**config.mk**
```make
export PLATFORM = sky130hd
export DESIGN_NAME = lut_input_packer
export DESIGN_NICKNAME = d
export VERILOG_FILES = /design/src/rtl/lut_input_packer.sv
export SDC_FILE = /design/constraint.sdc
export NUM_CORES = 1
export LEC_CHECK = 0
export CORE_AREA = 3 3 155 157
export DETAILED_ROUTE_END_ITERATION = 8
export DIE_AREA = 0 0 158 160
export SETUP_SLACK_MARGIN = 0.15
export SKIP_LAST_GASP = 1
export SYNTH_ARGS = -nofsm -noshare
export SYNTH_HDL_FRONTEND = slang
export SYNTH_SLANG_ARGS = --single-unit
```
**constraint.sdc**
```tcl
create_clock -name clk -period 2.36 [get_ports clk]
set_input_delay 0.354 -clock clk [delete_from_list [all_inputs] [get_ports clk]]
set_output_delay 0.354 -clock clk [all_outputs]
set_load 0.03 [all_outputs]
```
**src/rtl/lut_input_packer.sv**
```systemverilog
// Packs a stream of FEAT_W-bit input features into one N_FEAT-feature word for
// LUT layer 0, with a second buffer so the next frame assembles while a word waits.
module lut_input_packer #(
   parameter  int FEAT_W = 4,
   parameter  int N_FEAT = 16,
   localparam int OUT_W  = FEAT_W * N_FEAT,
   localparam int IDX_W  = (N_FEAT > 1) ? $clog2(N_FEAT) : 1
) (
   input  logic              clk,
   input  logic              rst_n,
   // Both ports use strict valid/ready: a transfer happens on a rising edge where
   // valid && ready; valid, data and last never depend on ready, and once
   // m_valid is raised m_valid/m_data stay stable until the word is taken.
   input  logic              s_valid,
   output logic              s_ready,
   input  logic [FEAT_W-1:0] s_data,
   input  logic              s_last,
   output logic              m_valid,
   input  logic              m_ready,
   output logic [OUT_W-1:0]  m_data,
   output logic              frame_err,
   // {asm_full, state (1 = DROP), idx}
   output logic [IDX_W+1:0]  dbg_state
);

   typedef enum logic [0:0] {
      FILL = 1'b0,
      DROP = 1'b1
   } state_t;

   state_t             r_state;
   logic [IDX_W-1:0]   r_idx;
   logic [OUT_W-1:0]   r_asm;
   logic               r_asm_full;
   logic [OUT_W-1:0]   r_m_data;
   logic               r_m_valid;
   logic               r_frame_err;

   logic               w_accept;
   logic               w_consume;
   logic               w_last_idx;
   logic               w_complete;
   logic               w_out_free;
   logic [OUT_W-1:0]   w_new_word;

   assign s_ready    = !r_asm_full;
   assign m_valid    = r_m_valid;
   assign m_data     = r_m_data;
   assign frame_err  = r_frame_err;
   assign dbg_state  = {r_asm_full, r_state, r_idx};

   assign w_accept   = s_valid && s_ready;
   assign w_consume  = r_m_valid && m_ready;
   assign w_last_idx = (r_idx == IDX_W'(N_FEAT - 1));
   assign w_complete = w_accept && (r_state == FILL) && w_last_idx;
   assign w_out_free = !r_m_valid || m_ready;

   // Assembly word with the current beat merged into its slice; used both for
   // ordinary slice writes and for the completed word on the final beat.
   always_comb begin
      w_new_word = r_asm;
      for (int k = 0; k < N_FEAT; k++) begin
         if (r_idx == IDX_W'(k)) begin
            w_new_word[k*FEAT_W +: FEAT_W] = s_data;
         end
      end
   end

   always_ff @(posedge clk or negedge rst_n) begin
      if (!rst_n) begin
         r_state     <= FILL;
         r_idx       <= '0;
         r_asm       <= '0;
         r_asm_full  <= 1'b0;
         r_m_data    <= '0;
         r_m_valid   <= 1'b0;
         r_frame_err <= 1'b0;
      end else begin
         r_frame_err <= 1'b0;

         if (w_accept) begin
            case (r_state)
               FILL: begin
                  if (!w_last_idx) begin
                     if (s_last) begin
                        r_frame_err <= 1'b1;
                        r_idx       <= '0;
                     end else begin
                        r_asm <= w_new_word;
                        r_idx <= r_idx + 1'b1;
                     end
                  end else begin
                     r_idx <= '0;
                     if (!s_last) begin
                        // Over-long frame: the first N_FEAT features still go out,
                        // the remainder is swallowed until s_last.
                        r_frame_err <= 1'b1;
                        r_state     <= DROP;
                     end
                  end
               end
               DROP: begin
                  if (s_last) begin
                     r_state <= FILL;
                     r_idx   <= '0;
                  end
               end
               default: begin
                  r_state <= FILL;
                  r_idx   <= '0;
               end
            endcase
         end

         if (w_complete && w_out_free) begin
            r_m_data  <= w_new_word;
            r_m_valid <= 1'b1;
         end else if (w_complete) begin
            r_asm      <= w_new_word;
            r_asm_full <= 1'b1;
         end else if (w_consume) begin
            if (r_asm_full) begin
               r_m_data   <= r_asm;
               r_asm_full <= 1'b0;
            end else begin
               r_m_valid <= 1'b0;
            end
         end
      end
   end

endmodule
```
; ---- After elaboration in Yosys (flattened, before gate mapping)
; Cells that the tools add are included.
[totals]
in_bits = 9
output_inout_bits = 73
ff_bits = 136
word_cells = 87
[op_classes]
n_eq_ne = 18
n_reduce_logical = 16
muxes = 43
bitwise_logic = 2
n_addsub = 1
[ops]
columns = operator, n
row1 = 2-to-1 mux 64 bit, 10
row2 = 2-to-1 mux 4 bit, 19
row3 = "equality test 4 bit, second input constant", 8
row4 = "equality test 4 x 3 -> 1 bit, second input constant", 4
row5 = 2-to-1 mux 1 bit, 12
row6 = "equality test 4 x 2 -> 1 bit, second input constant", 2
row7 = case mux 4 bit (2 select lines), 1
row8 = AND reduction 3 bit, 2
row9 = nonzero test 2 bit, 3
row10 = logical AND 1 bit, 5
row11 = "adder 4 x 1 -> 4 bit, second input constant", 1
row12 = "equality test 4 x 1 -> 1 bit, second input constant", 1
row13 = logical NOT 4 bit, 1
row14 = "inequality test 2 x 1 -> 1 bit, second input constant", 2
row15 = AND reduction 2 bit, 2
row16 = logical NOT 1 bit, 2
row17 = "inequality test 2 bit, second input constant", 1
row18 = NOT 1 bit, 2
row19 = case mux 1 bit (2 select lines), 1
row20 = logical OR 1 bit, 1

; ---- Depth between registers and ports, before layout
; Gate-level depths: netlist of the first run.
[depth]
ltp_word = 8
ltp_mapped = 6
ltp_nobuf = 5

; ---- Least setup slack after synthesis of the first run
; No wires, ideal clock.
[synth_path]
path_type = flip-flop to flip-flop
startpoint = register r_idx[0]
endpoint = register r_asm[16]
setup_slack_ps = 259
arrival_ps = 1977
stages_incl_launch_ff = 7
cell_sequence = dfrtp_1 ha_1 and3_1 buf_4 mux2i_4 nand4_1 mux2_2
[synth_between]
elab_chain_len = 8
elab_cells_between_ends = 11
cone_classes = 2 x eq/ne / 7 x mux / 2 x reduce/logical
[synth_rtl]
columns = element, line
row1 = "start, declared", 32  ; logic [IDX_W-1:0] r_idx;
row2 = "start signal, assigned", 90  ; r_idx <= r_idx + 1'b1;
row3 = equality test 4 x 3 -> 1 bit, 63  ; if (r_idx == IDX_W'(k)) begin
row4 = 2-to-1 mux 4 bit, 63
row5 = 2-to-1 mux 64 bit, 85  ; if (s_last) begin
row6 = 2-to-1 mux 64 bit, 84  ; if (!w_last_idx) begin
row7 = 2-to-1 mux 64 bit, 82  ; case (r_state)
row8 = 2-to-1 mux 64 bit, 81  ; if (w_accept) begin
row9 = 2-to-1 mux 64 bit, 118  ; end else if (w_complete) begin
row10 = 2-to-1 mux 64 bit (*), 115  ; if (w_complete && w_out_free) begin
row11 = "end signal, assigned", 89  ; r_asm <= w_new_word;
row12 = "end signal, assigned", 119  ; r_asm <= w_new_word;
row13 = "end, declared", 33  ; logic [OUT_W-1:0] r_asm;
; Mark *: on every way between the ends. The rest lies on a longest branch, timed or not.
; A chain may end at the register's enable or synchronous reset.

; ---- Worst setup path after layout of the first run
[layout_path]
startpoint = register r_asm_full
endpoint = register r_asm[34]
[layout_between]
elab_chain_len = 6
elab_cells_between_ends = 8
cone_classes = 3 x mux / 5 x reduce/logical
[layout_rtl]
columns = element, line
row1 = "start, declared", 34  ; logic r_asm_full;
row2 = "start signal, assigned", 74  ; r_asm_full <= 1'b0;
row3 = "start signal, assigned", 120  ; r_asm_full <= 1'b1;
row4 = "start signal, assigned", 124  ; r_asm_full <= 1'b0;
row5 = logical NOT 1 bit (*), 46  ; assign s_ready = !r_asm_full;
row6 = logical AND 1 bit (*), 52  ; assign w_accept = s_valid && s_ready;
row7 = logical AND 1 bit (2 in series), 55  ; assign w_complete = w_accept && (r_state == FILL) && w_last_idx;
row8 = 2-to-1 mux 64 bit or logical AND 1 bit (tied branches), "118, 115"
row9 = 2-to-1 mux 64 bit (*), 115
; Marks and branches as above.

==> metrics, run 1 <==
status=finished, final reports clean; worst-margin pin slew=0.539 ns; Via Count=3387; sinks on the clock net=136; Commonest cells post-synth=mux2_2 (138), dfrtp_1 (136), nand4_1 (12), clkbuf_1 (11); Layout Skew=0.00986 ns; pins over their slew limit=0; Port Buffers=81; TritonCTS buffer count=17; Final Hold Fails=0; Synth Cell Area=0.00565 sq mm; die area=0.0253 sq mm; Worst-Skew Late Latency=0.41 ns; die span in x=158 um; DP HPWL=9450 um; n_diodes=0; Placer Congestion=0.821; Die H=160 um; nets@finish=492; CTS tree=yes; placed instance area=0.00690 sq mm; sequential area share after synthesis=60.3%; total grt overflow=0; Synth area leaders=dfrtp_1 (60%), mux2_2 (28%), nand4_1 (1.3%); critical path class=register to register; fin area=0.00755 sq mm; first-pass GRT wire length=21000 um; Clock transition at path regs=0.06 ns; Initial Util=24.9%; Core ar.=0.0226 sq mm; Max H-tree Level=4; reg2reg path depth=5; final setup vio count=0; Yosys reg bits=136; FP Rows=55; vias per cell=4.36; Root Buffer=clkbuf_16; CTS max path bufs=2; required time worst endpoint=2.66 ns; hold slack=0.463 ns; share of layout cells above drive strength 1=41.3%; Avg WL per Cell=16.9 um; non-filler instance count after layout=776; power per cell area=837 mW/mm^2; Syn. warnings=0; Avg Inst Size Synth=15.1 sq um; DR DRC count=0; Synth cell types=36; ys async rst share=100%; RSZ-0062 raised after global routing=no; Critical Path Fanout Max=8; remaining antenna violation count after routing=0; Synth area leader=dfrtp_1; area delta synth->final=33.7%; count leader, synth=mux2_2; Post-synth EDFFs=0; first-pass detailed-route iteration total=4; critical path arrival=2.42 ns; final period utilization=90.0%; Slew headroom=64.1%; Period minus WS final=2.12 ns; CP endpoint kind=register; IO Pins=82; final wirelength=13100 um; largest net degree at the start of global routing=57; All-Layer GR Usage=10.8%; number of global-route vias before repair=3774; Pleak=0.00355 uW; Max Clock Freq=471 MHz; Synth top area share=60.3%; Net Count, Synth=388; max-cap violation count=0; Worst Setup Start Kind=register; gate count of the mapped netlist=374; placed cells=739; drt initial violations=101; ys flop type=dfrtp_1; Peak VDD IR=0.328 mV; initial antenna violation count=0; Hold Path Class=input port to async pin
-- where the power goes --
group	leakage, uW	internal, uW	switching [uW]
logic	0.00142	414	350
registers	0.00185	2690	194
clock network	0.000287	1670	1010
total	0.00355	4770	1550
-- area by class of cell --
cell class	instances	area [sq um]
inverters	4	15.0
well taps	285	357
clock inverters	14	175
flip-flops and latches	136	3400
repair buffers	108	1060
fillers	2210	15100
clock buffers	18	429
multi-input cells	211	2110
-- path summary, 6_finish.rpt --
path                            startpoint         end  slack, ns
max in group asynchronous            rst_n    r_asm[1]       1.24
worst min register to register  m_data[63]  m_data[63]       0.49
worst min-delay path                 rst_n  m_data[32]       0.46
min in group clk                m_data[63]  m_data[63]       0.49
worst max-delay path            r_asm_full   r_asm[34]       0.24
worst max register to register  r_asm_full   r_asm[34]       0.24
-- state kept, by name, summed over array words and instances, names as in the netlist --
register / count
m_data: 64
r_asm_full: 1
r_state: 1
frame_err: 1
r_idx: 4
m_valid: 1
r_asm: 64
-- layer usage --
layer / track usage (%) / vias to the layer above / wire length (um)
met3: 3.93 / 12 / 645
met5: 0 / - / 0
li1: - / 1548 / -
met1: 12.9 / 1765 / 5590
met4: 3.48 / 0 / 177
met2: 18.0 / 62 / 6670
-- timing repair --
item | in CTS | in global routing
pin swaps | 1 | 3
hold buffers | 1 | 0
setup buffers | 1 | 3
hold endpoints to repair | 54 | 0
gates resized for setup | 0 | 2
endpoints found under the setup margin | 4 | 25
-- worst max-delay path, stage by stage (launching register included) --
cell	delay (ns)
dfrtp_1	0.46
or3b_1	0.56
nor4b_4	0.31
buf_4	0.18
nand2_1	0.17
mux2_2	0.32
-- through the flow --
stage               setup TNS [ns]  util (%)  power, uW  worst slack, ns
floorplan                        0         -       3350            0.259
global placement             -2.25      30.5       3660           -0.114
detailed placement           -3.20      30.5       3700           -0.121
CTS                              0      33.2       6420            0.165
global route                     0      33.4       6640            0.165
finish                           0      33.4       6320            0.237
-- cells by family (layout without fill, tap and decap cells) --
logic type	count (synthesis)	in the layout	share of synthesized area [%]
muxes	145	145	29.1
DFF	136	136	60.3
and+or+nand+nor	44	44	5.16
buffers and inverters	27	144	2.46
AOI/OAI and AO/OA	16	16	1.75
adders and majority gates	5	5	1.11
xor gates and xnor gates	1	1	0.155
-- cell usage in the layout (no fill, tap or decap), types with 3 or more instances in the layout --
cell             instances
and2_0                   4
clkinv_4                 4
clkdlybuf4s50_1         79
buf_12                   3
inv_1                    4
a21oi_1                  5
nor2b_1                  3
dfrtp_1                136
bufinv_16                3
clkinvlp_4               3
ha_1                     5
nand4_1                 12
o21ai_0                  4
buf_4                   23
mux2_2                 138
clkbuf_16               17
nand2_1                  9
mux2_1                   6
Power figures use the tool's default switching activity.
==> run 2, diff against run 1 <==
Settings changed: ABC_AREA set to 1, CELL_PAD_IN_SITES_DETAIL_PLACEMENT set to 1, CELL_PAD_IN_SITES_GLOBAL_PLACEMENT set to 1, CORE_AREA 3 3 155 157 to 3 3 167 169, DIE_AREA 0 0 158 160 to 0 0 170 172, PLACE_DENSITY_LB_ADDON set to 0.1.
==> metrics, run 2 <==
status=finished, final reports clean; Placer Congestion=0.709; final period utilization=87.4%; ys flop type=dfrtp_1; setup TNS=0 ns; DP HPWL=13100 um; die span in x=170 um; pins over their slew limit=0; first-pass detailed-route iteration total=4; first-pass GRT wire length=33500 um; vias per cell=4.51; count leader, synth=nand2_1; Avg WL per Cell=16.2 um; Synth top area share=51.5%; RSZ-0062 raised after global routing=no; final setup vio count=0; number of global-route vias before repair=5927; Worst Setup Start Kind=register; DR DRC count=0; Worst-Skew Late Latency=0.42 ns; Yosys reg bits=136; Worst path max stage delay=0.75 ns; Critical Path Fanout Max=6; Synth area leader=dfrtp_1; drt initial violations=258; Core ar.=0.0267 sq mm; ys async rst share=100%; power per cell area=852 mW/mm^2; Commonest cells post-synth=nand2_1 (418), dfrtp_1 (136), nand3_1 (97), o21ai_0 (51), nand2_2 (35); Final WS setup=0.298 ns; critical path arrival=1.71 ns; slowest CP cell=clkdlybuf4s50_1; Clock transition at path regs=0.06 ns; Avg Inst Size Synth=7.86 sq um; Synth cell types=23; nets@finish=931; TritonCTS buffer count=17; DP Worst Slack=0.358 ns; Die H=172 um; initial antenna violation count=0; Pleak=0.00424 uW; gate count of the mapped netlist=841; Via Count=5728; Synth area leaders=dfrtp_1 (51%), nand2_1 (24%), nand3_1 (7.3%); Post-synth EDFFs=0; CTS max path bufs=2; Slew headroom=64.1%; die area=0.0292 sq mm; sinks on the clock net=136; Net Count, Synth=855; Layout Skew=0.00786 ns; FP Rows=60; Final Hold Fails=0; area delta synth->final=26.3%; total grt overflow=0; max-cap violation count=0; required time worst endpoint=2.01 ns; critical path class=register to output port; Port Buffers=81; worst-margin pin slew=0.539 ns; sequential area share after synthesis=51.5%; n_diodes=0; Peak VDD IR=0.375 mV; Buf+Inv Stages, Crit Path=1; Root Buffer=clkbuf_16; worst-path cell chain=clkdlybuf4s50_1; Max H-tree Level=4; remaining antenna violation count after routing=0; most common cell after layout, fill and taps aside=nand2_1; largest net degree at the start of global routing=66; CP endpoint kind=output port; CTS tree=yes; Synth Cell Area=0.00661 sq mm; commonest non-fill, non-tap cells in the layout=nand2_1 (417), dfrtp_1 (136), nand3_1 (97); Max Clock Freq=485 MHz; Period minus WS final=2.06 ns; All-Layer GR Usage=14.7%; final wirelength=20500 um; Hold Path Class=input port to async pin; Initial Util=24.7%; IO Pins=82; share of layout cells above drive strength 1=10.9%; Crit path max-delay family=buffers and inverters; Syn. warnings=0
==> run 2: cell families after synthesis <==
| logic type | synth area share (%) |
|---|---|
| AO/OA/AOI/OAI | 4.35 |
| adder cells (fa/ha/maj) | 0.946 |
| AND/OR/NAND/NOR | 37.0 |
| flip-flops | 51.5 |
| buffers and inverters | 6.25 |
==> run 2: cell type report <==
type	instances	area [sq um]
Timing Repair Buffer	108	1090
Sequential cell	136	3400
Clock buffer	23	498
Fill cell	3175	18400
Multi-Input combinational cell	638	2800
Clock inverter	7	68.8
Inverter	16	63.8
Tap cell	341	427
==> run 2: layer usage <==
layer	vias up	global-route usage [%]	wire [um]	part of all wire [%]
li1	2850	-	-	-
met1	2778	20.8	10700	52
met2	83	23.2	9090	44
met3	17	2.47	471	2.3
met4	0	4.66	242	1.2
met5	-	0	0	0
==> run 2: worst reg2reg max path: stages, from the launching register on <==
cell,delay (ns)
dfrtp_1,0.47
ha_1,0.27
nand3_4,0.15
nand2_1,0.13
inv_1,0.08
nand2_2,0.08
buf_4,0.41
nand3_1,0.17
nand2_1,0.10
==> run 2: stage by stage <==
step	instances	utilization [%]	hold slack, ns	area [sq um]	power, uW
2_1_floorplan	841	-	0.0584	6610	4020
3_3_place_gp	1238	29.1	0.323	7770	4530
3_5_place_dp	1238	29.1	0.323	7770	4560
4_1_cts	1269	31.2	0.435	8350	7250
5_1_grt	1269	31.2	0.453	8350	7600
6_report	1269	31.2	0.429	8350	7110
==> run 2: timing repair <==
| action | CTS | global route |
|---|---|---|
| hold buffers | 1 | 0 |
| setup buffers | 0 | 0 |
| resized for setup | 0 | 0 |
| hold endpoints to repair | 32 | 0 |
==> run 2: worst paths after layout <==
check                           start            to  slack [ns]  cells after the start
setup / recovery             r_idx[3]  dbg_state[3]        0.30                      1
hold / removal                  rst_n     r_asm[32]        0.43                      2
setup reg to reg             r_idx[0]     r_asm[38]        0.45                      8
hold reg to reg            m_data[36]    m_data[36]        0.48                      2
max in group asynchronous       rst_n     r_asm[44]        1.20                      3
min in group clk           m_data[36]    m_data[36]        0.48                      2
==> run 2: power by group <==
| group | internal (uW) | switching [uW] |
|---|---|---|
| Combinational | 532 | 876 |
| Sequential | 2720 | 366 |
| Clock | 1580 | 1040 |
| Total | 4830 | 2280 |
==> edit (flow settings as in run 2) <==
The parameter `FEAT_W` goes from 4 to 6.
--- a/src/rtl/lut_input_packer.sv
+++ b/src/rtl/lut_input_packer.sv
@@ -2,5 +2,5 @@
 // LUT layer 0, with a second buffer so the next frame assembles while a word waits.
 module lut_input_packer #(
-   parameter  int FEAT_W = 4,
+   parameter  int FEAT_W = 6,
    parameter  int N_FEAT = 16,
    localparam int OUT_W  = FEAT_W * N_FEAT,
Interface: changed (resized m_data and s_data); port bits go from 82 to 116. No check against the original RTL was run, so the function may have changed too.
==> edit against run 2 <==
  * Sequential cell count increased by 64
  * Critical path type unchanged
  * Worst setup slack improved by 18 ps
  * Wire length increased by 40%
  * Utilization increased by 12 points
  * Largest cell class unchanged
  * Design area increased by 39%
  * Final cell count increased by 31%
  * Area after synthesis increased by 43%
  * Total power increased by 20%
==> edit: results (changes against run 2) <==
Parameter                              Value

Clock tree
  Setup repair bufs after CTS ... 0 (unchanged)
  CTS Root Buffer Type ... clkbuf_16
  Clock latency reported for the late side of the worst-skew pair ... 440 ps (+20 ps)
  Clock transition at the registers of the reported paths ... 80 ps (+20 ps)
  Maximum level of the CTS H-tree ... 4 (unchanged)
  Maximum buffer depth of the clock tree ... 2 (unchanged)
  Clock buffer count from CTS ... 17 (unchanged)
  Number of instances resized during post-cts repair ... 0 (unchanged)
  Post-CTS Hold Fix Bufs ... 1 (unchanged)

Layout
  Layout cell share with drive strength beyond 1 ... 0.0717 (-0.0371)
  Fill cell count ... 3,215 (+1.3%)
  Count of nets after finishing ... 1,327 (+43%)
  Antenna Diode Count ... 0 (unchanged)

Setup path
  Crit path from ... r_idx[3]$_DFFE_PN0P_
  Endpoint of the most critical setup path ... dbg_state[3]
  Worst Path Max Fanout ... 6 (unchanged)
  Minimum setup slack among reg-to-reg paths ... 370 ps (-80 ps)
  Cell family with most CP delay ... buffers and inverters
  Crit Reg-Reg Startpoint ... r_idx[1]$_DFFE_PN0P_
  Cell type of the slowest stage on the worst timing path ... clkdlybuf4s50_1
  R2R Path End ... r_asm[55]$_DFF_PN0_
  Delay of the slowest cell on the worst path ... 780 ps (+30 ps)
  Cell count of the worst reg-to-reg path ... 6 (-2)

Placement
  Total of buffers placed on input and output ports ... 115 (+42%)
  Placed standard-cell area ... 11,000 µm² (+42%)
  Gpl congestion ... 0.774 (+9.2%)
  Post-detailed-placement half-perimeter wirelength ... 18,100 µm (+38%)
  Worst slack, placed ... 225 ps (-133 ps)

STA
  Maximum achievable frequency ... 489 MHz (+0.86%)
  Worst Tran Pin Value ... 533 ps (-5.46 ps)
  Clock Skews ... 13.7 ps (+5.82 ps)
  Fin Hold WS ... 446 ps (+17.4 ps)

GRT
  Gr usage total ... 0.203 (+0.0555)
  Via count of the first global-routing pass ... 8,832 (+49%)
  First-pass GRT wire length ... 47,700 µm (+42%)
  Initial antenna violation count ... 0 (unchanged)
  Largest net degree at the start of global routing ... 73 (+11%)

Synth
  Synth top area cells ... dfrtp_1 53%, nand2_1 26%, nand3_1 7.1%
  Ranking of synthesized cells by instance count ... 649 x nand2_1, 200 x dfrtp_1, 135 x nand3_1
  Warnings from Yosys ... 0 (unchanged)
  Synth Flop Type ... dfrtp_1
  Share of the yosys chip area belonging to registers ... 0.529 (+0.0141)
  Share of flip-flops with an asynchronous set or reset after synthesis ... 1.00 (unchanged)
  Yosys cell types ... 25 (+8.7%)
  Syn Nets ... 1,244 (+45%)

Routing
  Number of iterations in the first detailed-routing pass ... 4 (unchanged)
  Vias after detailed routing ... 8,329 (+45%)
  Drt wl/cell ... 17.2 µm (+6.7%)
  Violation count after the first detailed-routing iteration ... 450 (+74%)

Pwr
  Maximum VDD drop ... 0.496 mV (+32%)
  Leakage power of the design ... 6.06 nW (+43%)

Hold path
  Hold crit path type ... input port to asynchronous set/reset pin

Outcome
  Status ... completed
## edit: how the worst min path moves through the flow
stage,start,end,cells past startpoint
2_1_floorplan,rst_n,frame_err$_DFF_PN0_,0
3_3_place_gp,rst_n,r_asm[80]$_DFF_PN0_,1
3_5_place_dp,rst_n,r_asm[80]$_DFF_PN0_,1
4_1_cts,rst_n,r_asm[80]$_DFF_PN0_,2
5_1_grt,rst_n,r_asm[80]$_DFF_PN0_,2
6_report,rst_n,r_asm[79]$_DFF_PN0_,2
## edit: report_power, final
| part | switching (mW) | total, mW | internal, mW |
|---|---|---|---|
| Clock | 1.53 | 3.06 | 1.53 |
| Combinational | 0.793 | 1.29 | 0.498 |
| Sequential | 0.376 | 4.19 | 3.81 |
## edit: cell type report
| cell class | count | area, µm² | area share |
|---|---|---|---|
| clock inverter | 15 | 183 | 0.0157 |
| timing repair buffer | 153 | 1580 | 0.136 |
| inverter | 19 | 72.6 | 0.00624 |
| multi-input combinational | 921 | 3930 | 0.338 |
| clock buffer | 17 | 425 | 0.0366 |
| tap | 341 | 427 | 0.0367 |
| sequential | 200 | 5000 | 0.431 |
## edit: metal layers
| metal | track usage | share of wire | routed length [µm] |
|---|---|---|---|
| met5 | 0 | 0 | 0 |
| met4 | 0.0522 | 0.014 | 408 |
| met3 | 0.0217 | 0.020 | 564 |
| met2 | 0.338 | 0.46 | 13300 |
| met1 | 0.285 | 0.50 | 14400 |
## edit: cells by family after synthesis
logic type	share of synthesized area
DFF	0.529
muxes	0.00106
and+or+nand+nor	0.365
adders and majority gates	0.00529
AOI/OAI and AO/OA	0.0432
buffers and inverters	0.0568
## edit: stage by stage
stage                      util  cells  total power, mW
after global placement    0.412   1633             5.50
after detailed placement  0.412   1633             5.55
final                     0.435   1666             8.54
after global routing      0.435   1666             9.04
after floorplan               -   1229             5.03
after CTS                 0.435   1666             8.66
